<file path="src/rtl/role_pkg.sv">
// Shared definitions for the role scheduler: FSM states and default sizing.
package role_pkg;

  localparam int unsigned NumReqDefault = 4;
  localparam int unsigned TmoWDefault   = 16;

  typedef enum logic [1:0] {
    StIdle,
    StStart,
    StRun,
    StAck
  } role_state_e;

endpackage

</file>
<file path="src/rtl/rr_arbiter.sv">
// Combinational round-robin picker: first set request at or after last+1, wrapping.
module rr_arbiter #(
  parameter  int unsigned NUM_REQ = 4,
  localparam int unsigned IdxW    = $clog2(NUM_REQ)
) (
  input  logic [NUM_REQ-1:0] req,
  input  logic [IdxW-1:0]    last,
  output logic [IdxW-1:0]    winner,
  output logic               valid
);

  localparam int NumI = int'(NUM_REQ);

  logic [IdxW-1:0] cand;

  // Scan from the farthest offset down so the nearest requester after 'last' overwrites.
  always_comb begin
    winner = '0;
    valid  = 1'b0;
    cand   = '0;
    for (int off = NumI; off >= 1; off--) begin
      cand = IdxW'((int'(last) + off) % NumI);
      if (req[cand]) begin
        winner = cand;
        valid  = 1'b1;
      end
    end
  end

endmodule

</file>
<file path="src/rtl/role_sched.sv">
// Shares one role core among NUM_REQ requesters: round-robin grant, start handshake,
// watchdog abort and a one-cycle ack/err report per job.
module role_sched
  import role_pkg::*;
#(
  parameter  int unsigned NUM_REQ = NumReqDefault,
  parameter  int unsigned TMO_W   = TmoWDefault,
  localparam int unsigned IdW     = $clog2(NUM_REQ)
) (
  input  logic               role_clk,
  input  logic               role_rst,
  input  logic [NUM_REQ-1:0] req,
  output logic [NUM_REQ-1:0] ack,
  output logic               err,
  output logic [IdW-1:0]     grant_id,
  output logic               busy,
  output logic               core_start,
  input  logic               core_ready,
  input  logic               core_done,
  input  logic               core_err,
  output logic               core_abort,
  input  logic [TMO_W-1:0]   tmo_cycles
);

  role_state_e      state_q, state_d;
  logic [IdW-1:0]   grant_q, grant_d;
  logic [IdW-1:0]   last_q, last_d;
  logic             busy_q, busy_d;
  logic             err_q, err_d;
  logic [TMO_W-1:0] cnt_q, cnt_d;
  logic [TMO_W-1:0] tmo_q, tmo_d;

  logic [IdW-1:0]   arb_winner;
  logic             arb_valid;
  logic             tmo_hit;
  logic [TMO_W-1:0] cnt_inc;

  rr_arbiter #(
    .NUM_REQ(NUM_REQ)
  ) u_rr_arbiter (
    .req   (req),
    .last  (last_q),
    .winner(arb_winner),
    .valid (arb_valid)
  );

  assign cnt_inc = (cnt_q == '1) ? cnt_q : cnt_q + 1'b1;
  assign tmo_hit = (tmo_q != '0) && (cnt_q == tmo_q);

  always_comb begin
    state_d    = state_q;
    grant_d    = grant_q;
    last_d     = last_q;
    busy_d     = busy_q;
    err_d      = err_q;
    cnt_d      = cnt_q;
    tmo_d      = tmo_q;
    core_start = 1'b0;
    core_abort = 1'b0;
    ack        = '0;
    err        = 1'b0;

    unique case (state_q)
      StIdle: begin
        if (arb_valid) begin
          grant_d = arb_winner;
          busy_d  = 1'b1;
          state_d = StStart;
        end
      end

      StStart: begin
        core_start = 1'b1;
        if (core_ready) begin
          cnt_d   = '0;
          tmo_d   = tmo_cycles;
          state_d = StRun;
        end
      end

      StRun: begin
        cnt_d = cnt_inc;
        // A completion arriving on the timeout cycle is honoured; no abort is issued.
        if (core_done) begin
          err_d   = core_err;
          state_d = StAck;
        end else if (tmo_hit) begin
          core_abort = 1'b1;
          err_d      = 1'b1;
          state_d    = StAck;
        end
      end

      StAck: begin
        ack     = NUM_REQ'(1) << grant_q;
        err     = err_q;
        last_d  = grant_q;
        busy_d  = 1'b0;
        state_d = StIdle;
      end

      default: state_d = StIdle;
    endcase
  end

  always_ff @(posedge role_clk) begin
    if (role_rst) begin
      state_q <= StIdle;
      grant_q <= '0;
      last_q  <= IdW'(NUM_REQ - 1);
      busy_q  <= 1'b0;
      err_q   <= 1'b0;
      cnt_q   <= '0;
      tmo_q   <= '0;
    end else begin
      state_q <= state_d;
      grant_q <= grant_d;
      last_q  <= last_d;
      busy_q  <= busy_d;
      err_q   <= err_d;
      cnt_q   <= cnt_d;
      tmo_q   <= tmo_d;
    end
  end

  assign busy     = busy_q;
  assign grant_id = grant_q;

endmodule

</file>
<file path="config.mk">
export PLATFORM = sky130hd
export DESIGN_NAME = role_sched
export DESIGN_NICKNAME = d
export VERILOG_FILES = /design/src/rtl/role_pkg.sv /design/src/rtl/rr_arbiter.sv /design/src/rtl/role_sched.sv
export SDC_FILE = /design/constraint.sdc
export NUM_CORES = 1
export LEC_CHECK = 0
export ABC_AREA = 1
export CAP_MARGIN = 20
export CELL_PAD_IN_SITES_DETAIL_PLACEMENT = 0
export CELL_PAD_IN_SITES_GLOBAL_PLACEMENT = 2
export CORE_ASPECT_RATIO = 2
export CORE_MARGIN = 2
export CORE_UTILIZATION = 27
export CTS_BUF_LIST = sky130_fd_sc_hd__clkbuf_8
export CTS_CLUSTER_SIZE = 28
export DETAILED_ROUTE_END_ITERATION = 10
export PLACE_DENSITY = 0.78
export SLEW_MARGIN = 20
export SYNTH_ARGS = -nofsm -noshare
export SYNTH_HDL_FRONTEND = slang
export SYNTH_SLANG_ARGS = --single-unit
</file>
<file path="constraint.sdc">
create_clock -name role_clk -period 1.6 [get_ports role_clk]
set_input_delay 0.4 -clock role_clk [delete_from_list [all_inputs] [get_ports role_clk]]
set_output_delay 0.4 -clock role_clk [all_outputs]
set_load 0.01 [all_outputs]
</file>
# After elaboration in Yosys (flattened, before gate mapping)
# Index checks and enable logic that the tools add are counted.
[totals]
output_inout_bits = 10
ff_bits = 40
[classes]
mux = 34
magnitude_cmp = 4
shifts = 1
n_reduce_logical = 12
eq_ne = 9
addsub = 5
[ops]
columns = ["operator", "n"]
rows = [
  ["2-to-1 mux 16 bit", 2],
  ["one-hot mux 16 bit (2 select lines)", 1],
  ["adder 16 x 1 -> 16 bit (second input constant)", 1],
  ["equality test 16 bit", 1],
  ["equality test 16 bit (second input constant)", 1],
  ["2-to-1 mux 1 bit", 16],
  ["2-to-1 mux 2 bit", 8],
  ["nonzero test 16 bit", 1],
  ["less-than comparator 2 x 3 -> 1 bit (second input constant)", 4],
  ["binary-select mux 1 bit (select 2 bit)", 4],
  ["one-hot mux 2 bit (4 select lines)", 1],
  ["AND reduction 2 bit", 4],
  ["!= test 2 bit (second input constant)", 3],
  ["AND reduction 3 bit", 2],
  ["nonzero test 2 bit", 3],
  ["adder 2 x 1 -> 2 bit (second input constant)", 2],
  ["adder 2 bit (second input constant)", 2],
  ["equality test 2 bit (second input constant)", 2],
  ["2-to-1 mux 4 bit", 1],
  ["left shift 1 x 2 -> 4 bit (first input constant)", 1],
  ["!= test 3 bit (second input constant)", 1],
  ["equality test 2 x 1 -> 1 bit (second input constant)", 1],
  ["zero test 2 bit", 1],
  ["one-hot mux 1 bit (2 select lines)", 1],
  ["logical AND 1 bit", 1],
]

# Longest topological paths before layout
# Gate-level depths: netlist of run 1.
[logic_depth]
depth_word = 9
mapped_depth = 13

# Cells and area by module
# Synthesis of run 1 repeated with hierarchy kept, for this count alone.
[unflattened]
cells_unflattened = 408
area_unflattened_um2 = 2523.7
[modules_own_cells]
columns = ["module", "cells_per_inst", "area_per_inst_um2", "instances"]
rows = [
  ["role_sched", 359, 2297.2, 1],
  ["rr_arbiter", 49, 226.5, 1],
]

# Least setup slack after synthesis of run 1
# Ideal clock, no wire load.
[synth_timing]
path_kind = "register to register"
start = "reg state_q[0]"
end = "reg cnt_q[6]"
arrival_ns = 1.623
path_stages_with_launch = 11
synth_period_minus_slack_ns = 1.693
required_time_ns = 1.530
path_buffers = 1
path_slack_ns = -0.093
path_cell_list = "dfxtp_1 -> inv_1 -> ha_1 -> buf_4 -> inv_1 -> nor3_1 -> nand3_1 -> nand2_1 -> or2_2 -> or2_0 -> a21oi_1"
[synth_via]
elab_chain_len = 3
word_cells_on_any_way = 7
classes_between = "4 x eq/ne; 1 x mux; 2 x reduce/logical"
[synth_rtl]
columns = ["item", "line_no", "text"]
rows = [
  ["start, declared", "role_sched.sv:25", "role_state_e state_q, state_d;"],
  ["start signal, assigned", "role_sched.sv:108", "state_q <= StIdle;"],
  ["start signal, assigned", "role_sched.sv:116", "state_q <= state_d;"],
  ["equality test 2 bit or equality test 2 x 1 -> 1 bit (tied branches)", "role_sched.sv:63", "unique case (state_q)"],
  ["!= test 2 bit (no source line) or nonzero test 2 bit (tied branches)", "-", ""],
  ["AND reduction 3 bit (no source line)", "-", ""],
  ["end signal, assigned", "role_sched.sv:121", "cnt_q <= cnt_d;"],
  ["end, declared", "role_sched.sv:30", "logic [TMO_W-1:0] cnt_q, cnt_d;"],
]
# Parallel ways exist; a longest one is shown, timed or not.
# A chain may end at the register's enable or synchronous reset.

# Worst setup path after layout of run 1
[layout_timing]
start = "reg cnt_q[0]"
end = "out core_abort"
[layout_via]
elab_chain_len = 5
[layout_rtl]
columns = ["item", "line_no", "text"]
rows = [
  ["equality test 16 bit", "role_sched.sv:48", "assign tmo_hit = (tmo_q != '0) && (cnt_q == tmo_q);"],
  ["logical AND 1 bit", "role_sched.sv:48", ""],
  ["2-to-1 mux 1 bit", "role_sched.sv:87", "end else if (tmo_hit) begin"],
  ["2-to-1 mux 1 bit", "role_sched.sv:84", "if (core_done) begin"],
  ["2-to-1 mux 1 bit", "role_sched.sv:63", ""],
  ["end, declared", "role_sched.sv:21", "output logic core_abort,"],
]
# Every way passes these cells.

==> reports/summary.txt, run 1 <==
Drt drc: 0
Share of synthesized registers carrying an async set or reset: 0%
GRT Util Overall: 18.7%
Worst Path Required: 1.20 ns
Fill cell count: 875
Netlist Area Pre-Place: 2340 um2
Most common cell after layout, fill and taps aside: buf_4
Max VDD drop: 615 uV
Post-synthesis compound-gate area fraction: 16.7%
Clk_lat worst skew: 0.31 ns
Critical-path maximum fanout: 3
Leakage: 1.99 nW
Layout cell share with drive strength beyond 1: 49.4%
Starting Density: 27.5%
H-tree depth: 2
Final setup TNS: -3.27 ns
Max cap viols: 0
Largest net degree at the start of global routing: 13
ANT nets after route: 0
Dpl cells: 588
Adder-cell share of the synthesized area: 3.20%
Port Buf Inserts: 34
Pwr dens: 1320 nW/um2
Simple-Gate Fraction of Synth Area: 33.3%
Primary FF master, synth: dfxtp_1
RSZ-0062 raised after global routing: yes
CTS sink cnt: 40
CTS tree: built
Hold Fails Final Rpt: 0
Synth Area in XOR/XNOR: 1.12%
Ys Warns: 0
Antenna violations before repair: 0
Die width: 69.9 um
Synth Net Count: 404
Yosys top cell area share: 34.2%
CP Capture Type: primary output
Drt via density: 4.54
Number of antenna diodes: 0
RR Endpoint: cnt_q[6]
Slew Limit Headroom: 78.0%
Peak Freq: 470 MHz
Hold Crit Class: flip-flop to flip-flop
Floorplan core area: 8530 um2
Vias in the first global route: 2902
#FFs+latches synth: 40
Grt total ovfl: 0
Setup Crit Path Kind: flip-flop to primary output
Vias: 2825
Mean post-synth cell area: 6.29 um2
Num CTS Buffers: 5
Root buffer cell: clkbuf_8
Outcome: finished, violations left
Multiplexer share of the synthesized area: 0%
Clock skew after layout: 0.0117 ns
Hpwl dp: 6170 um
Main combinational cell family by area after synthesis: simple AND/OR/NAND/NOR gates
Final setup margin: -0.527 ns
First-pass GRT wire length: 13500 um
Drt pass-1 iters: 4
Max Slew Vio Count: 0
Area contributors post-synth: dfxtp_1 34%, nand2_1 16%, inv_1 8.5%
Nets@finish: 552
Tmin final: 2.13 ns
Worst Reg-to-Reg Cells: 10
Setup-failing EPs final: 23
Clk buf depth: 2
WL/cell: 14.0 um
Io pins: 35
Period utilization: 133%
Crit-path cells: inv_1 -> nand2_1 -> nand2_2 -> nor4_2 -> nand2_1 -> nor4_2 -> buf_2
Least-Margin Pin Slew: 0.328 ns
Worst hold start: state_q[1]
Sequential area share after synthesis: 34.2%
Hold Path End: state_q[1]
Gpl congestion: 0.824
Violated checks: setup timing
Final cell count without fillers: 622
Die Y: 136 um
Cell family with most CP delay: simple AND/OR/NAND/NOR gates
R2r setup slk: -0.19 ns
Worst Setup Slack post-DPL: -0.617 ns
Power, Total: 5.76 mW
Post-synthesis cell count: 373
WL final: 8700 um
Synth-to-Final Area Change: 85.6%
Leading cell types in the layout, fill and taps excluded: 98 x buf_4, 75 x nand2_1, 40 x inv_1
Post-synth cell types: 34
Hold Path Stages: 2
Clock-pin slew on the worst setup and hold paths: 0.09 ns
Crit path DAT: 1.73 ns
Worst path max stage delay: 0.35 ns
EDFF count, synth: 0
DRT iter0 DRCs: 37
Die Area: 9490 um2
Startpoint type of the worst setup path: flip-flop
Largest area contributor in the netlist: dfxtp_1
Post-layout util: 51.0%
CP Buf/Inv Count: 2
Cell row count: 48
R2r startpoint: state_q[1]
Slowest-stage cell, CP: dfxtp_2
worst max-delay path by stage:
stage | startpoint | endpoint | depth (start not counted) | slack [ns]
after detailed placement | cnt_q[11] | core_abort | 8 | -0.62
final | cnt_q[0] | core_abort | 7 | -0.53
after global placement | cnt_q[11] | core_abort | 8 | -0.58
after floorplan | state_q[0] | cnt_q[6] | 10 | -0.01
after CTS | tmo_q[12] | core_abort | 7 | -0.44
after global routing | tmo_q[0] | core_abort | 7 | -0.62
logic make-up (layout without fill, tap and decap cells):
group | Yosys count | after routing
compound gates | 75 | 75
xor+xnor | 3 | 3
buf+inv | 66 | 215
fa+ha+maj | 6 | 6
simple gates | 183 | 183
flops | 40 | 40
per-stage QoR:
stage	hold slack [ns]	cell area, um2
global placement	0.454	3450
CTS	0.495	4060
finish	0.510	4350
global route	0.529	4350
floorplan	0.437	2350
detailed placement	0.474	3450
power breakdown:
| group | total, mW | internal (mW) | switching [mW] |
|---|---|---|---|
| Sequential | 1.43 | 1.22 | 0.213 |
| Combinational | 3.62 | 1.81 | 1.81 |
| Clock | 0.713 | 0.340 | 0.373 |
synthesized netlist by cell type (all sizes together) (2+ instances only):
cell,n
clkbuf,5
ha,6
nor4,3
a21oi,37
nand2,103
dfxtp,40
nor3,6
or2,2
xor2,2
buf,6
inv,55
nor2,40
nand4,8
a211oi,2
o21ai,33
nand3,19
what timing repair did:
item | 4_1_cts | 5_1_grt
hold buffers | 0 | 0
gates resized for setup | 145 | 78
pin swaps | 29 | 34
setup endpoints to repair | 32 | 30
hold endpoints to repair | 0 | 0
setup buffers | 25 | 8
cloned | 2 | 0
cell type report:
class                      count  area, um2  area share [%]
inverter                      55        226            5.20
tap                          100        125            2.87
multi-input combinational    267       1740            40.0
timing repair buffer         152       1330            30.6
clock inverter                 2       7.51           0.172
clock buffer                   6       82.6            1.90
sequential                    40        835            19.2
metal layers:
metal  wire (um)  share of wire [%]  track usage, %
met1        2890                 33            16.4
met2        5260                 60            38.2
met3         197                2.3            2.46
met4         356                4.1            11.6
met5           0                  0               0
worst register-to-register path: cells and delay by family, from the launching register on:
family | cells | cell delay (ns)
fa+ha+maj | 1 | 0.13
buf+inv | 4 | 0.38
simple gates | 3 | 0.55
flops | 1 | 0.38
compound gates | 2 | 0.26
state kept, by name (all words and copies together), names as in the netlist:
register and flops:
state_q 2, last_q 2, grant_id 2, busy 1, tmo_q 16, err_q 1, cnt_q 16
No activity file was read; power rests on OpenSTA's default activity.
==> run 2, diff against run 1 <==
Settings changed: CORE_MARGIN 2 to 5.
==> run 2 against run 1 <==
- clock skew about the same
- utilization down 3.3 points
- routed wire length down 1.4%
- critical path depth unchanged
- combinational power down 14%
- non-clock buffer count down 7
- clock-buffer cell count down 1
- total power down 7.3%
- the flow still finishes with violations (setup timing)
- clock power up 17%
- final area down 5.7%
==> reports/summary.txt, run 2 (same netlist as run 1, synthesis figures left out) <==
RSZ-0062 raised after global routing: yes
WHS: 0.511 ns
Die Area: 10800 um2
Layout cell share with drive strength beyond 1: 42.9%
Peak Freq: 495 MHz
Max cap viols: 0
Synth-to-Final Area Change: 75.0%
Violated checks: setup timing
Drt drc: 0
Max Slew Vio Count: 0
WL final: 8580 um
Leakage: 1.94 nW
Critical-path maximum fanout: 2
Hpwl dp: 6320 um
Post-layout util: 47.8%
Port Buf Inserts: 34
ANT nets after route: 0
Setup-failing EPs final: 16
Tmin final: 2.02 ns
Root buffer cell: clkbuf_8
Cell row count: 48
Clock-pin slew on the worst setup and hold paths: 0.09 ns
Startpoint type of the worst setup path: flip-flop
Crit path DAT: 1.62 ns
DRT iter0 DRCs: 84
Most common cell after layout, fill and taps aside: buf_4
Die Y: 142 um
Grt total ovfl: 0
Largest regs: cnt_q x16, tmo_q x16
Slew Limit Headroom: 81.2%
Worst Path Required: 1.20 ns
CTS tree: built
H-tree depth: 2
CTS sink cnt: 40
Setup Crit Path Kind: flip-flop to primary output
GRT Util Overall: 16.8%
Floorplan core area: 8590 um2
CP Capture Type: primary output
Fill cell count: 892
Drt pass-1 iters: 4
Clk_lat worst skew: 0.30 ns
Starting Density: 27.3%
Pwr dens: 1300 nW/um2
Hold Crit Class: flip-flop to flip-flop
Leading cell types in the layout, fill and taps excluded: 94 x buf_4, 80 x nand2_1, 43 x inv_1
Die width: 75.9 um
Max VDD drop: 467 uV
Vias in the first global route: 2943
Vias: 2802
Least-Margin Pin Slew: 0.282 ns
Final setup margin: -0.418 ns
First-pass GRT wire length: 13500 um
Io pins: 35
Clk buf depth: 2
Num CTS Buffers: 5
Largest net degree at the start of global routing: 17
Number of antenna diodes: 0
Drt via density: 4.56
Hold Fails Final Rpt: 0
Clock skew after layout: 0.0113 ns
WL/cell: 13.9 um
Outcome: finished, violations left
Nets@finish: 545
Period utilization: 126%
Antenna violations before repair: 0
Gpl congestion: 0.840
==> run 2: final timing paths <==
| kind | startpoint | endpoint | slack (ns) | cells after the start |
|---|---|---|---|---|
| max reg2reg | state_q[1] | cnt_q[9] | -0.14 | 13 |
| min reg2reg | busy | busy | 0.51 | 2 |
| min | busy | busy | 0.51 | 2 |
| max | tmo_q[12] | core_abort | -0.42 | 7 |
==> run 2: timing repair <==
item                       4_1_cts  5_1_grt
buffers inserted                 7       10
pin swaps                        4       25
gates resized for setup         95       78
gates cloned                     2        0
hold buffers                     0        0
setup endpoints to repair       30       28
==> run 2: area by class of cell <==
type | instances | area, um2 | share of cell area (%)
Clock buffer | 5 | 68.8 | 1.68
Clock inverter | 3 | 38.8 | 0.945
Inverter | 55 | 219 | 5.34
Multi-Input combinational cell | 267 | 1570 | 38.3
Sequential cell | 40 | 838 | 20.4
Tap cell | 100 | 125 | 3.05
Timing Repair Buffer | 145 | 1240 | 30.3
==> run 2: metrics by stage <==
| step | instances | setup TNS (ns) | setup WS [ns] | cell area [um2] | power [mW] |
|---|---|---|---|---|---|
| after floorplan | 373 | -0.0136 | -0.0136 | 2350 | 2.58 |
| after global placement | 588 | -9.10 | -0.586 | 3450 | 3.74 |
| after detailed placement | 588 | -9.04 | -0.615 | 3450 | 3.77 |
| after CTS | 605 | -1.91 | -0.415 | 3820 | 5.06 |
| after global routing | 615 | -3.60 | -0.551 | 4100 | 5.76 |
| final | 615 | -1.95 | -0.418 | 4100 | 5.34 |
==> run 2: worst max-delay path, stage by stage (launching register included) <==
cell and delay, ns:
dfxtp_2 0.34, buf_6 0.11, nand2_2 0.05, nand2_2 0.06
nor4_2 0.29, nand2_1 0.10, nor4_2 0.20, buf_2 0.17
==> run 2: power breakdown <==
part | internal [mW] | switching, mW | total (mW) | leakage (nW)
Combinational | 1.55 | 1.55 | 3.10 | 1.54
Sequential | 1.22 | 0.189 | 1.41 | 0.336
Clock | 0.457 | 0.377 | 0.834 | 0.0593
Total | 3.22 | 2.12 | 5.34 | 1.94
==> run 2: per-layer routing <==
metal	share of wire, %	global-route usage [%]	wire length, um
met1	32	14.8	2780
met2	61	34.0	5190
met4	3.0	6.73	256
met5	0	0	0
met3	4.0	2.98	342
==> run 3, diff against run 2 <==
Settings changed: CTS_CLUSTER_DIAMETER set to 200.
==> results of run 3 <==
No change in the layout: final DEF, timing and power equal those of run 2.
